### src/rtl/load_dcache_port_if.sv
// Bundle of the load-buffer request/return signals and the memory read port
// used by load_dcache_port.
interface load_dcache_port_if #(
    parameter int ADDR_W = 32,
    parameter int DATA_W = 32,
    parameter int PTR_W  = 3
);
    logic              Flush;
    logic              LbToDcdAble;
    logic [1:0]        LbToDcdAMat;
    logic [PTR_W-1:0]  LbToDcdAPtr;
    logic [ADDR_W-1:0] LbToDcdAPhyAddr;
    logic              DcdToLbSuccess;
    logic              DcdToLbBackAble;
    logic [PTR_W-1:0]  DcdToLbBackPtr;
    logic [DATA_W-1:0] DcdToLbBackDate;
    logic              MemReq;
    logic [ADDR_W-1:0] MemAddr;
    logic              MemUncached;
    logic              MemGnt;
    logic              MemRValid;
    logic [DATA_W-1:0] MemRData;

    modport slave (
        input  Flush, LbToDcdAble, LbToDcdAMat, LbToDcdAPtr, LbToDcdAPhyAddr,
        input  MemGnt, MemRValid, MemRData,
        output DcdToLbSuccess, DcdToLbBackAble, DcdToLbBackPtr, DcdToLbBackDate,
        output MemReq, MemAddr, MemUncached
    );

    modport master (
        output Flush, LbToDcdAble, LbToDcdAMat, LbToDcdAPtr, LbToDcdAPhyAddr,
        output MemGnt, MemRValid, MemRData,
        input  DcdToLbSuccess, DcdToLbBackAble, DcdToLbBackPtr, DcdToLbBackDate,
        input  MemReq, MemAddr, MemUncached
    );
endinterface

### src/rtl/load_dcache_port.sv
// In-order data-cache load port: queues load-buffer requests and issues them one at a time.
// Build option LDPORT_WORDBUF_EN adds a one-word buffer that short-circuits repeat cached loads.
//
// state  | meaning
// IDLE   | nothing outstanding; start the head request when the queue is non-empty
// REQ    | read request presented to memory, waiting for MemGnt
// WAIT   | request granted, waiting for MemRValid
// RESP   | one-cycle return pulse to the load buffer; head popped
// DRAIN  | flushed while a read was in flight; swallow its MemRValid
module load_dcache_port #(
    parameter int DEPTH  = 4,
    parameter int ADDR_W = 32,
    parameter int DATA_W = 32,
    parameter int PTR_W  = 3
) (
    input logic                Clk,
    input logic                Rest,
    load_dcache_port_if.slave  bus
);

    localparam int IDX_W = $clog2(DEPTH);
    localparam int CNT_W = IDX_W + 1;
    localparam int WA_W  = ADDR_W - 2;
    localparam logic [CNT_W-1:0] FULL = CNT_W'(DEPTH);

    typedef enum logic [2:0] {
        S_IDLE  = 3'd0,
        S_REQ   = 3'd1,
        S_WAIT  = 3'd2,
        S_RESP  = 3'd3,
        S_DRAIN = 3'd4
    } state_t;

    state_t state_q, state_d;

    logic [PTR_W-1:0] q_ptr   [DEPTH];
    logic [1:0]       q_mat   [DEPTH];
    logic [WA_W-1:0]  q_waddr [DEPTH];

    logic [IDX_W-1:0] head_q, tail_q;
    logic [CNT_W-1:0] count_q;

    logic              push, pop;
    logic              resp_load;
    logic [DATA_W-1:0] resp_data;
    logic              mem_req;
    logic [ADDR_W-1:0] mem_addr;
    logic              mem_uncached;

    logic [PTR_W-1:0]  head_ptr;
    logic [1:0]        head_mat;
    logic [WA_W-1:0]   head_waddr;
    logic              head_uc;

    logic              back_able_q;
    logic [PTR_W-1:0]  back_ptr_q;
    logic [DATA_W-1:0] back_data_q;

    logic              wb_hit;
    logic [DATA_W-1:0] wb_data;

    // Byte offset is irrelevant: the memory side always reads whole words.
    logic unused_addr_lsb;
    assign unused_addr_lsb = ^bus.LbToDcdAPhyAddr[1:0];

    assign head_ptr   = q_ptr[head_q];
    assign head_mat   = q_mat[head_q];
    assign head_waddr = q_waddr[head_q];
    assign head_uc    = (head_mat == 2'd0);

    // Full check deliberately ignores a same-cycle pop.
    assign push = bus.LbToDcdAble & (bus.LbToDcdAPtr != '0) & (count_q < FULL)
                & ~bus.Flush & ~Rest;

    assign bus.DcdToLbSuccess  = push;
    assign bus.DcdToLbBackAble = back_able_q;
    assign bus.DcdToLbBackPtr  = back_ptr_q;
    assign bus.DcdToLbBackDate = back_data_q;
    assign bus.MemReq          = mem_req;
    assign bus.MemAddr         = mem_addr;
    assign bus.MemUncached     = mem_uncached;

    always_ff @(posedge Clk) begin
        if (push) begin
            q_ptr[tail_q]   <= bus.LbToDcdAPtr;
            q_mat[tail_q]   <= bus.LbToDcdAMat;
            q_waddr[tail_q] <= bus.LbToDcdAPhyAddr[ADDR_W-1:2];
        end
    end

    always_ff @(posedge Clk or posedge Rest) begin
        if (Rest) begin
            head_q  <= '0;
            tail_q  <= '0;
            count_q <= '0;
        end else if (bus.Flush) begin
            head_q  <= '0;
            tail_q  <= '0;
            count_q <= '0;
        end else begin
            if (push) tail_q <= tail_q + 1'b1;
            if (pop)  head_q <= head_q + 1'b1;
            case ({push, pop})
                2'b10:   count_q <= count_q + 1'b1;
                2'b01:   count_q <= count_q - 1'b1;
                default: count_q <= count_q;
            endcase
        end
    end

`ifdef LDPORT_WORDBUF_EN
    logic             wb_valid_q;
    logic [WA_W-1:0]  wb_addr_q;
    logic [DATA_W-1:0] wb_data_q;

    assign wb_hit  = wb_valid_q & ~head_uc & (wb_addr_q == head_waddr);
    assign wb_data = wb_data_q;

    // Uncached traffic may alias device state, so it drops the buffered word.
    always_ff @(posedge Clk or posedge Rest) begin
        if (Rest) begin
            wb_valid_q <= 1'b0;
            wb_addr_q  <= '0;
            wb_data_q  <= '0;
        end else if (bus.Flush || (state_q == S_REQ && head_uc)) begin
            wb_valid_q <= 1'b0;
        end else if (state_q == S_WAIT && bus.MemRValid && !head_uc) begin
            wb_valid_q <= 1'b1;
            wb_addr_q  <= head_waddr;
            wb_data_q  <= bus.MemRData;
        end
    end
`else
    assign wb_hit  = 1'b0;
    assign wb_data = '0;
`endif

    always_ff @(posedge Clk or posedge Rest) begin
        if (Rest) state_q <= S_IDLE;
        else      state_q <= state_d;
    end

    always_comb begin
        state_d      = state_q;
        pop          = 1'b0;
        resp_load    = 1'b0;
        resp_data    = bus.MemRData;
        mem_req      = 1'b0;
        mem_addr     = '0;
        mem_uncached = 1'b0;
        case (state_q)
            S_IDLE: begin
                if (!bus.Flush && count_q != '0) begin
                    if (wb_hit) begin
                        state_d   = S_RESP;
                        resp_load = 1'b1;
                        resp_data = wb_data;
                    end else begin
                        state_d = S_REQ;
                    end
                end
            end
            S_REQ: begin
                mem_req      = 1'b1;
                mem_addr     = {head_waddr, 2'b00};
                mem_uncached = head_uc;
                if (bus.Flush)       state_d = S_IDLE;
                else if (bus.MemGnt) state_d = S_WAIT;
            end
            S_WAIT: begin
                if (bus.Flush) begin
                    state_d = bus.MemRValid ? S_IDLE : S_DRAIN;
                end else if (bus.MemRValid) begin
                    state_d   = S_RESP;
                    resp_load = 1'b1;
                end
            end
            S_RESP: begin
                pop     = 1'b1;
                state_d = S_IDLE;
            end
            S_DRAIN: begin
                if (bus.MemRValid) state_d = S_IDLE;
            end
            default: state_d = S_IDLE;
        endcase
    end

    // Return registers read zero whenever no pulse is being driven.
    always_ff @(posedge Clk or posedge Rest) begin
        if (Rest) begin
            back_able_q <= 1'b0;
            back_ptr_q  <= '0;
            back_data_q <= '0;
        end else if (resp_load) begin
            back_able_q <= 1'b1;
            back_ptr_q  <= head_ptr;
            back_data_q <= resp_data;
        end else begin
            back_able_q <= 1'b0;
            back_ptr_q  <= '0;
            back_data_q <= '0;
        end
    end

endmodule

### src/flat_wrapper.sv
// flat-port wrapper written by rule: the top's interface ports become plain ports
module load_dcache_port_flat 
#(
    parameter int DEPTH  = 4,
    parameter int ADDR_W = 32,
    parameter int DATA_W = 32,
    parameter int PTR_W  = 3
)
  (Clk, Rest, bus_Flush, bus_LbToDcdAble, bus_LbToDcdAMat, bus_LbToDcdAPtr, bus_LbToDcdAPhyAddr, bus_MemGnt, bus_MemRValid, bus_MemRData, bus_DcdToLbSuccess, bus_DcdToLbBackAble, bus_DcdToLbBackPtr, bus_DcdToLbBackDate, bus_MemReq, bus_MemAddr, bus_MemUncached);
  load_dcache_port_if #(.ADDR_W(ADDR_W), .DATA_W(DATA_W), .PTR_W(PTR_W)) bus_i ();
  input logic Clk;
  input logic Rest;
  input wire logic [$bits(bus_i.Flush)-1:0] bus_Flush;
  input wire logic [$bits(bus_i.LbToDcdAble)-1:0] bus_LbToDcdAble;
  input wire logic [$bits(bus_i.LbToDcdAMat)-1:0] bus_LbToDcdAMat;
  input wire logic [$bits(bus_i.LbToDcdAPtr)-1:0] bus_LbToDcdAPtr;
  input wire logic [$bits(bus_i.LbToDcdAPhyAddr)-1:0] bus_LbToDcdAPhyAddr;
  input wire logic [$bits(bus_i.MemGnt)-1:0] bus_MemGnt;
  input wire logic [$bits(bus_i.MemRValid)-1:0] bus_MemRValid;
  input wire logic [$bits(bus_i.MemRData)-1:0] bus_MemRData;
  output wire logic [$bits(bus_i.DcdToLbSuccess)-1:0] bus_DcdToLbSuccess;
  output wire logic [$bits(bus_i.DcdToLbBackAble)-1:0] bus_DcdToLbBackAble;
  output wire logic [$bits(bus_i.DcdToLbBackPtr)-1:0] bus_DcdToLbBackPtr;
  output wire logic [$bits(bus_i.DcdToLbBackDate)-1:0] bus_DcdToLbBackDate;
  output wire logic [$bits(bus_i.MemReq)-1:0] bus_MemReq;
  output wire logic [$bits(bus_i.MemAddr)-1:0] bus_MemAddr;
  output wire logic [$bits(bus_i.MemUncached)-1:0] bus_MemUncached;
  assign bus_i.Flush = bus_Flush;
  assign bus_i.LbToDcdAble = bus_LbToDcdAble;
  assign bus_i.LbToDcdAMat = bus_LbToDcdAMat;
  assign bus_i.LbToDcdAPtr = bus_LbToDcdAPtr;
  assign bus_i.LbToDcdAPhyAddr = bus_LbToDcdAPhyAddr;
  assign bus_i.MemGnt = bus_MemGnt;
  assign bus_i.MemRValid = bus_MemRValid;
  assign bus_i.MemRData = bus_MemRData;
  assign bus_DcdToLbSuccess = bus_i.DcdToLbSuccess;
  assign bus_DcdToLbBackAble = bus_i.DcdToLbBackAble;
  assign bus_DcdToLbBackPtr = bus_i.DcdToLbBackPtr;
  assign bus_DcdToLbBackDate = bus_i.DcdToLbBackDate;
  assign bus_MemReq = bus_i.MemReq;
  assign bus_MemAddr = bus_i.MemAddr;
  assign bus_MemUncached = bus_i.MemUncached;
  load_dcache_port #(.DEPTH(DEPTH), .ADDR_W(ADDR_W), .DATA_W(DATA_W), .PTR_W(PTR_W)) u_core (.Clk(Clk), .Rest(Rest), .bus(bus_i));
endmodule
### config.mk
export PLATFORM = sky130hd
export DESIGN_NAME = load_dcache_port_flat
export DESIGN_NICKNAME = d
export VERILOG_FILES = /design/src/rtl/load_dcache_port_if.sv /design/src/rtl/load_dcache_port.sv /design/src/flat_wrapper.sv
export SDC_FILE = /design/constraint.sdc
export NUM_CORES = 1
export LEC_CHECK = 0
export CORE_MARGIN = 4
export CORE_UTILIZATION = 45
export DETAILED_ROUTE_END_ITERATION = 6
export GPL_ROUTABILITY_DRIVEN = 0
export PLACE_DENSITY_LB_ADDON = 0.1
export SLEW_MARGIN = 25
export SYNTH_ARGS = -nofsm -noshare
export SYNTH_HDL_FRONTEND = slang
export SYNTH_SLANG_ARGS = --single-unit
### constraint.sdc
create_clock -name Clk -period 2.4 [get_ports Clk]
set_input_delay 0.36 -clock Clk [delete_from_list [all_inputs] [get_ports Clk]]
set_output_delay 0.36 -clock Clk [all_outputs]
set_load 0.05 [all_outputs]
==> results of run 1 <==
-- metal layers --
metal	GRT usage	share of wire	up-vias
li1	-	-	1698
met1	0.191	0.40	1856
met2	0.273	0.54	83
met3	0.0344	0.034	16
met4	0.0657	0.018	0
met5	0	0	-
-- logic make-up after synthesis --
group	after synthesis	share of synthesized area
adder cells (fa/ha/maj)	5	0.00995
other	1	0.000532
buffers and inverters	25	0.0174
AO/OA/AOI/OAI	9	0.00870
flip-flops	186	0.760
XOR/XNOR	3	0.00480
AND/OR/NAND/NOR	99	0.0837
multiplexers	39	0.115
-- state kept, by name, indices dropped and copies added (netlist names), 2 cells and up --
name / cells
u_core.bus.DcdToLbBackDate: 32
u_core.bus.DcdToLbBackPtr: 3
u_core.count_q: 3
u_core.head_q: 2
u_core.q_mat: 8
u_core.q_ptr: 12
u_core.q_waddr: 120
u_core.state_q: 3
u_core.tail_q: 2
-- synthesized netlist by cell type, types with 3 or more instances --
| cell type | number |
|---|---|
| edfxtp_1 | 140 |
| dfrtp_1 | 46 |
| and2_1 | 39 |
| mux4_2 | 33 |
| nor2b_1 | 33 |
| nor2_1 | 12 |
| buf_2 | 8 |
| clkbuf_1 | 6 |
| buf_4 | 5 |
| nor3_1 | 5 |
| a21oi_1 | 4 |
| ha_1 | 4 |
| inv_1 | 4 |
| nand2_1 | 3 |
-- path summary, 6_finish.rpt --
| path | slack, ns | end | cells past startpoint | startpoint |
|---|---|---|---|---|
| worst min register to register | 0.55 | u_core.state_q[1] | 1 | u_core.state_q[2] |
| worst min-delay path | 0.45 | u_core.state_q[0] | 3 | Rest |
| worst max register to register | 0.17 | u_core.count_q[2] | 7 | u_core.count_q[2] |
| max in group asynchronous | 1.52 | u_core.head_q[1] | 3 | Rest |
| min in group Clk | 0.49 | u_core.bus.DcdToLbBackDate[17] | 2 | bus_MemRData[17] |
| worst max-delay path | 0.1 | bus_MemAddr[29] | 4 | u_core.state_q[2] |
-- where the power goes --
group          internal, uW  switching (uW)  total (uW)
Clock                  1450            1190        2630
Sequential             3510            22.9        3540
Combinational           413             462         875
Total                  5370            1670        7050
-- tightest hold or removal path, cell delays in order --
cell	delay (ns)
clkdlybuf4s50_1	0.44
clkinv_1	0.06
buf_4	0.47
-- repair_timing --
item,CTS,global route
gates resized for setup,3,8
setup endpoints to repair,16,22
buffers inserted,0,0
hold buffers,0,0
-- per-stage QoR --
stage | instances | hold slack [ns] | setup slack [ns] | TNS, ns
floorplan | 368 | 0.430 | 0.00477 | 0
global placement | 721 | 0.535 | -0.253 | -0.253
detailed placement | 721 | 0.544 | -0.260 | -0.260
CTS | 753 | 0.455 | -0.0237 | -0.0664
global route | 753 | 0.482 | -0.000504 | -0.000504
finish | 753 | 0.445 | 0.0968 | 0
-- cell type report --
cell class                      instances  area, um2
Fill cell                            1091       5400
Sequential cell                       186       5360
Timing Repair Buffer                  161       2040
Multi-Input combinational cell        157       1600
Clock buffer                           17        425
Tap cell                              211        264
Clock inverter                         15        140
Inverter                                6       22.5
==> results by group, run 1 <==
Run status
  – Outcome: complete, no violations

STA
  – Post-layout min period: between 2 and 2.5 ns
  – Final hold vios: 0
  – Final setup violating endpoints: 0
  – Final period utilization: 0.960
  – Worst-Margin Slew: ~0.57 ns
  – Clk_skew: 0.00634 ns
  – Final slew viol count: 0
  – Slew HR: 0.618
  – Achievable Freq: 434 MHz

Clocking
  – Htree depth: 4
  – Worst-path clk slew: ~0.06 ns
  – CTS tree: done
  – Later-pin clock latency in the skew report: about 0.42 ns
  – Total CTS buffers: 17
  – Clock Sinks: 186
  – Clk Tree Root Cell: clkbuf_16
  – Clock buffer depth: 2

Pwr
  – PD cells: roughly 700 nW/um2
  – Lkg Pwr: between 0.003 and 0.004 uW
  – VDD IR max: 0.564 mV
  – Pwr Total: 7050 uW

Yosys
  – Post-synthesis sequential area ratio: 0.760
  – Synth async-reset ratio: 0.247
  – Synth area leaders: edfxtp_1, dfrtp_1, mux4_2, and2_1, nor2b_1
  – Synth area leader: edfxtp_1
  – Post-Synthesis Cells: between 300 and 400
  – Synthesized area: 7040 um2
  – Primary FF master, synth: edfxtp_1
  – Post-Syn Area per Cell: 19.2 um2
  – Syn. warnings: 0
  – Distinct cells, synth: 33
  – #FFs+latches synth: approximately 190
  – Synth top area share: 0.597
  – Post-synth EDFFs: 140

Drt
  – Vias per inst: between 4 and 5
  – Detailed Route Iter0 Violations: 137
  – DR vias: 3,653
  – Post-DRT Antenna Nets: 0
  – DRC viols: 0
  – Final WL: 13.4 mm
  – Wire per inst: 17.8 um
  – DR pass1 iterations: 4

GRT
  – Antenna violations before repair: 0
  – First-pass GRT wire length: 21.1 mm
  – Gr usage total: 0.157
  – Largest net degree at the start of global routing: 47
  – Total congestion overflow: 0
  – Vias in the first global route: 3,974

Finish
  – Area grow syn2layout: 39.9%
  – N_diodes: 0
  – Layout cells sized above 1: 0.253
  – Final nets: 609
  – Design Area, Final: 9860 um2
  – Most common library cell in the layout ignoring fill and taps: edfxtp_1
  – End-of-flow core utilization: 0.646
  – Most frequent cells in the layout: edfxtp_1, clkdlybuf4s50_1, buf_12, dfrtp_1, and2_1

Floorplan
  – Io pins: roughly 150
  – Core area: 15,300 um2
  – Die area: 17,700 um2
  – Initial Utilization: 0.462
  – Row Count: 45
  – Die width: 133 um
  – Die Y: 133 um

Critical path
  – Worst EP arrival: roughly 1.9 ns
  – Worst Path Class, Setup: reg -> out
  – Buf/Inv on CP: 2
  – Critical Path, Cell by Cell: or3_1 > buf_6 > nor2b_1 > buf_12
  – CP max FO: 32
  – Crit path max-delay family: simple AND/OR/NAND/NOR gates
  – Critical Path Source Type: flip-flop
  – CP endpoint kind: primary output
  – Worst Path Required: 2.04 ns
  – CP peak stage delay: 0.44 ns
  – Slowest stage cell, crit path: dfrtp_1

Job
  – Maxcap violations: 0

Worst hold path
  – Hold Crit Class: in -> async

Placement
  – Post-DP HPWL: roughly 9 mm
  – Number of I/O port buffers: 141
  – Placed cell areas: 9250 um2
Power figures use the tool's default switching activity.
==> inputs of run 2 (changes only) <==
REMOVE_ABC_BUFFERS = 1   (was default)
==> results by group, run 2 (same netlist as run 1, synthesis figures left out) <==
Run status
  – Outcome: complete, no violations

Drt
  – Wire per inst: 17.7 um
  – DR pass1 iterations: 4
  – Detailed Route Iter0 Violations: 231
  – DRC viols: 0
  – Post-DRT Antenna Nets: 0
  – DR vias: about 3,700
  – Vias per inst: between 4 and 5
  – Final WL: 13.4 mm

Clocking
  – CTS tree: done
  – Clock buffer depth: 2
  – Later-pin clock latency in the skew report: roughly 0.42 ns
  – Clk Tree Root Cell: clkbuf_16
  – Htree depth: 4
  – Total CTS buffers: 17
  – CTS Hold Buffers Added: 0
  – Clock Sinks: 186
  – Worst-path clk slew: 0.06 ns

GRT
  – Antenna violations before repair: 0
  – Total congestion overflow: 0
  – First-pass GRT wire length: roughly 21 mm
  – Gr usage total: 0.159
  – Vias in the first global route: 3,906
  – Largest net degree at the start of global routing: 37

Finish
  – Area grow syn2layout: 37.7%
  – Layout cells sized above 1: 0.267
  – Reg with most FFs: u_core.q_waddr
  – Most frequent cells in the layout: edfxtp_1, clkdlybuf4s50_1, dfrtp_1
  – Most common library cell in the layout ignoring fill and taps: edfxtp_1
  – End-of-flow core utilization: 0.636
  – N_diodes: 0
  – Max reg flops: 120
  – Final nets: ~600

Critical path
  – R2R Path End: u_core.count_q[2]
  – CP peak stage delay: around 0.48 ns
  – Worst Path Required: 2.04 ns
  – Slowest stage cell, crit path: dfrtp_2
  – Worst Path Class, Setup: reg -> out
  – Worst EP arrival: 1.95 ns
  – Reg-to-reg startpoint: u_core.count_q[2]
  – R2R depth: 7
  – Buf/Inv on CP: 3
  – Reg2reg setup slack: 0.32 ns
  – Critical Path Source Type: flip-flop
  – CP endpoint kind: primary output
  – Crit path max-delay family: flip-flops
  – CP max FO: 14
  – Critical Path, Cell by Cell: buf_8 > nor3_1 > a21oi_1 > a211oi_4 > buf_4 > buf_12

Placement
  – Number of I/O port buffers: 141
  – Dpl ws: -0.0855 ns
  – Post-DP HPWL: 8.77 mm

Floorplan
  – Die Y: around 130 um
  – Die width: 133 um
  – Die area: about 18,000 um2
  – Core area: 15,300 um2
  – Io pins: 146
  – Row Count: 45
  – Initial Utilization: 0.462

STA
  – Unrepaired setup endpoints after global routing: false
  – Achievable Freq: 433 MHz
  – Worst setup margin: 0.0881 ns
  – Post-layout min period: 2.31 ns
  – Final slew viol count: 0
  – Final period utilization: 0.963
  – Final hold vios: 0
  – Final setup violating endpoints: 0
  – Slew HR: 0.641
  – Clk_skew: 0.00624 ns
  – Worst-Margin Slew: 0.537 ns

Worst hold path
  – Hold Crit Class: in -> async

Pwr
  – PD cells: 732 nW/um2
  – VDD IR max: 0.473 mV
  – Lkg Pwr: 0.00350 uW

Job
  – Maxcap violations: 0
run 2: cell count changes in the layout (fill, tap and decap cells not counted), moves of 3 or more:
| cell | delta |
|---|---|
| buf_12 | -22 |
| buf_4 | +21 |
| buf_6 | +4 |
| clkbuf_8 | +6 |
| clkinv_1 | -3 |
| clkinv_2 | +3 |
| clkinv_4 | -3 |
| clkinvlp_4 | -3 |
| dfrtp_1 | -3 |
| dfrtp_2 | +3 |
| inv_6 | -3 |
| nor2b_1 | +3 |
| nor2b_2 | -3 |
run 2: worst max-delay path by stage:
stage / startpoint / end / slack (ns) / cells after the start
CTS: u_core.state_q[2] / bus_MemUncached / -0.03 / 5
global placement: bus_Flush / u_core.count_q[2] / -0.08 / 8
detailed placement: bus_Flush / u_core.count_q[2] / -0.09 / 8
floorplan: u_core.head_q[0] / bus_MemUncached / -0.93 / 2
global route: u_core.head_q[1] / bus_MemAddr[5] / 0.02 / 4
finish: u_core.head_q[0] / bus_MemUncached / 0.09 / 6
run 2: power breakdown:
group | internal (uW) | switching, uW
clock | 1670 | 1090
sequential | 3520 | 23.2
combinational | 359 | 447
run 2: metal layers:
metal,vias up,GRT usage,part of all wire
met5,-,0,0
met4,0,0.0531,0.013
met3,15,0.0468,0.047
met2,89,0.259,0.52
met1,1901,0.206,0.42
li1,1701,-,-
run 2: final cells by class:
class | instances | area, um2
Clock buffer | 26 | 544
Clock inverter | 6 | 56.3
Fill cell | 1130 | 5560
Inverter | 6 | 22.5
Multi-Input combinational cell | 157 | 1610
Sequential cell | 186 | 5360
Tap cell | 211 | 264
Timing Repair Buffer | 166 | 1840
run 2: repair_timing:
action / in CTS / in global routing
setup buffers: 0 / 1
gates cloned: 0 / 1
gates resized for setup: 11 / 9
endpoints found under the setup margin: 14 / 25
run 2: worst reg2reg max path: cells and delay by family, from the launching register on:
family | cells | cell delay (ns)
AO/OA/AOI/OAI | 1 | 0.19
adder cells (fa/ha/maj) | 1 | 0.42
flip-flops | 1 | 0.42
multiplexers | 2 | 0.48
AND/OR/NAND/NOR | 3 | 0.46
run 2: through the flow:
stage	setup TNS (ns)	power, uW	area (um2)	hold slack, ns	instances
after floorplan	-24.55	3980	6950	0.426	349
after global placement	-0.0818	4390	9000	0.530	724
after detailed placement	-0.0855	4400	9000	0.535	724
after CTS	-0.0359	7170	9640	0.372	756
after global routing	0	7360	9700	0.400	758
final	0	7100	9700	0.375	758
==> inputs of run 3 (changes only) <==
MAX_ROUTING_LAYER = met4   (was default)
==> results by group, run 3 (same netlist as run 1, synthesis figures left out) <==
STA
  – Final hold vios: 0
  – Final period utilization: 0.962
  – Final setup violating endpoints: 0
  – Clk_skew: 0.00602 ns
  – Achievable Freq: 433 MHz
  – Post-layout min period: 2.31 ns
  – Final slew viol count: 0
  – Slew HR: 0.641
  – Worst-Margin Slew: 0.537 ns
  – Unrepaired setup endpoints after global routing: false

Finish
  – Design Area, Final: 9700 um2
  – Fin cells: between 700 and 800
  – Most frequent cells in the layout: edfxtp_1, clkdlybuf4s50_1, dfrtp_1
  – Max reg flops: 120
  – Final nets: 614
  – End-of-flow core utilization: 0.636
  – Filler cell count: approximately 1,100
  – Area grow syn2layout: 37.7%
  – Most common library cell in the layout ignoring fill and taps: edfxtp_1
  – Reg with most FFs: u_core.q_waddr
  – N_diodes: 0
  – Layout cells sized above 1: 0.267

Drt
  – WL met3: between 600 and 700 um
  – DR pass1 iterations: 4
  – Met1 wire length: 5.62 mm
  – Metal2 WL: between 6 and 7 mm
  – Post-DRT Antenna Nets: 0
  – Final WL: roughly 13 mm
  – DR vias: 3,711
  – Wire per inst: between 15 and 20 um
  – Detailed Route Iter0 Violations: 219
  – DRC viols: 0
  – Top sig layer: met4
  – Vias per inst: 4.90

Clocking
  – Later-pin clock latency in the skew report: about 0.42 ns
  – Total CTS buffers: 17
  – Clock buffer depth: 2
  – CTS Hold Buffers Added: 0
  – CTS tree: done
  – Clock Sinks: around 190
  – Htree depth: 4
  – Worst-path clk slew: 0.06 ns
  – Clk Tree Root Cell: clkbuf_16

Placement
  – # placed instances: 724
  – Post-DP HPWL: 8.77 mm
  – Placed cell areas: 9000 um2
  – Number of I/O port buffers: 141

GRT
  – Total congestion overflow: 0
  – First-pass GRT wire length: 21.3 mm
  – Antenna violations before repair: 0
  – Gr usage total: 0.164
  – Vias in the first global route: 3,896
  – Largest net degree at the start of global routing: 37

Floorplan
  – Row Count: 45
  – Io pins: between 100 and 150
  – Initial Utilization: 0.462
  – Die Y: 133 um
  – Core area: 15,300 um2
  – Die area: around 18,000 um2
  – Die width: 133 um

Pwr
  – VDD IR max: 0.476 mV
  – PD cells: approximately 730 nW/um2
  – Lkg Pwr: 0.00350 uW
  – Pwr Total: slightly above 7000 uW

Critical path
  – Reg2reg setup slack: around 0.32 ns
  – CP endpoint kind: primary output
  – Worst Path Class, Setup: reg -> out
  – Worst Path Required: 2.04 ns
  – Worst EP arrival: 1.95 ns
  – Critical Path Source Type: flip-flop
  – CP max FO: 14

Run status
  – Outcome: complete, no violations

Worst hold path
  – Hold Crit Class: in -> async

Job
  – Maxcap violations: 0
-- run 3: cell counts in the layout (fill, tap and decap cells not counted) --
No cell type changed its count.
-- run 3: critical path, cell delays in order, from the launching register on --
cell	delay, ns
dfrtp_2	0.48
buf_8	0.19
nor3_1	0.20
a21oi_1	0.11
a211oi_4	0.27
buf_4	0.15
buf_12	0.12
-- run 3: layer usage --
layer / vias up / global-route usage
li1: 1700 / -
met1: 1901 / 0.210
met2: 96 / 0.259
met3: 14 / 0.0404
met4: 0 / 0.0566
met5: - / -
-- run 3: per-stage QoR --
stage,hold WS (ns),setup TNS (ns),setup WS [ns]
after CTS,0.372,-0.0359,-0.0345
final,0.373,0,0.0920
after floorplan,0.426,-24.55,-0.933
after global placement,0.530,-0.0818,-0.0818
after global routing,0.401,0,0.0186
after detailed placement,0.535,-0.0855,-0.0855
-- run 3: report_power, final --
part | leakage [uW] | switching [uW] | internal (uW) | total (uW)
clock network | 0.000305 | 1090 | 1660 | 2760
registers | 0.00190 | 23.2 | 3520 | 3540
logic | 0.00130 | 447 | 359 | 806
-- run 3: final cells by class --
cell class,instances,area [um2],share of cell area
sequential,186,5360,0.553
clock inverter,6,56.3,0.00580
inverter,6,22.5,0.00232
timing repair buffer,166,1840,0.190
tap,211,264,0.0272
multi-input combinational,157,1610,0.166
clock buffer,26,544,0.0561
-- run 3: repair_timing --
| action | in CTS | in global routing |
|---|---|---|
| gates resized for setup | 11 | 9 |
| setup buffers | 0 | 1 |
| endpoints found under the setup margin | 14 | 24 |
| cloned | 0 | 1 |
-- run 3: final timing paths --
path,end,cells after the start,startpoint
setup / recovery,bus_MemUncached,6,u_core.head_q[0]
hold / removal,u_core.count_q[1],3,Rest
setup reg to reg,u_core.count_q[2],7,u_core.count_q[2]
hold reg to reg,u_core.state_q[2],1,u_core.state_q[0]
max in group asynchronous,u_core.bus.DcdToLbBackDate[15],4,Rest
min in group Clk,u_core.bus.DcdToLbBackDate[1],2,bus_MemRData[1]
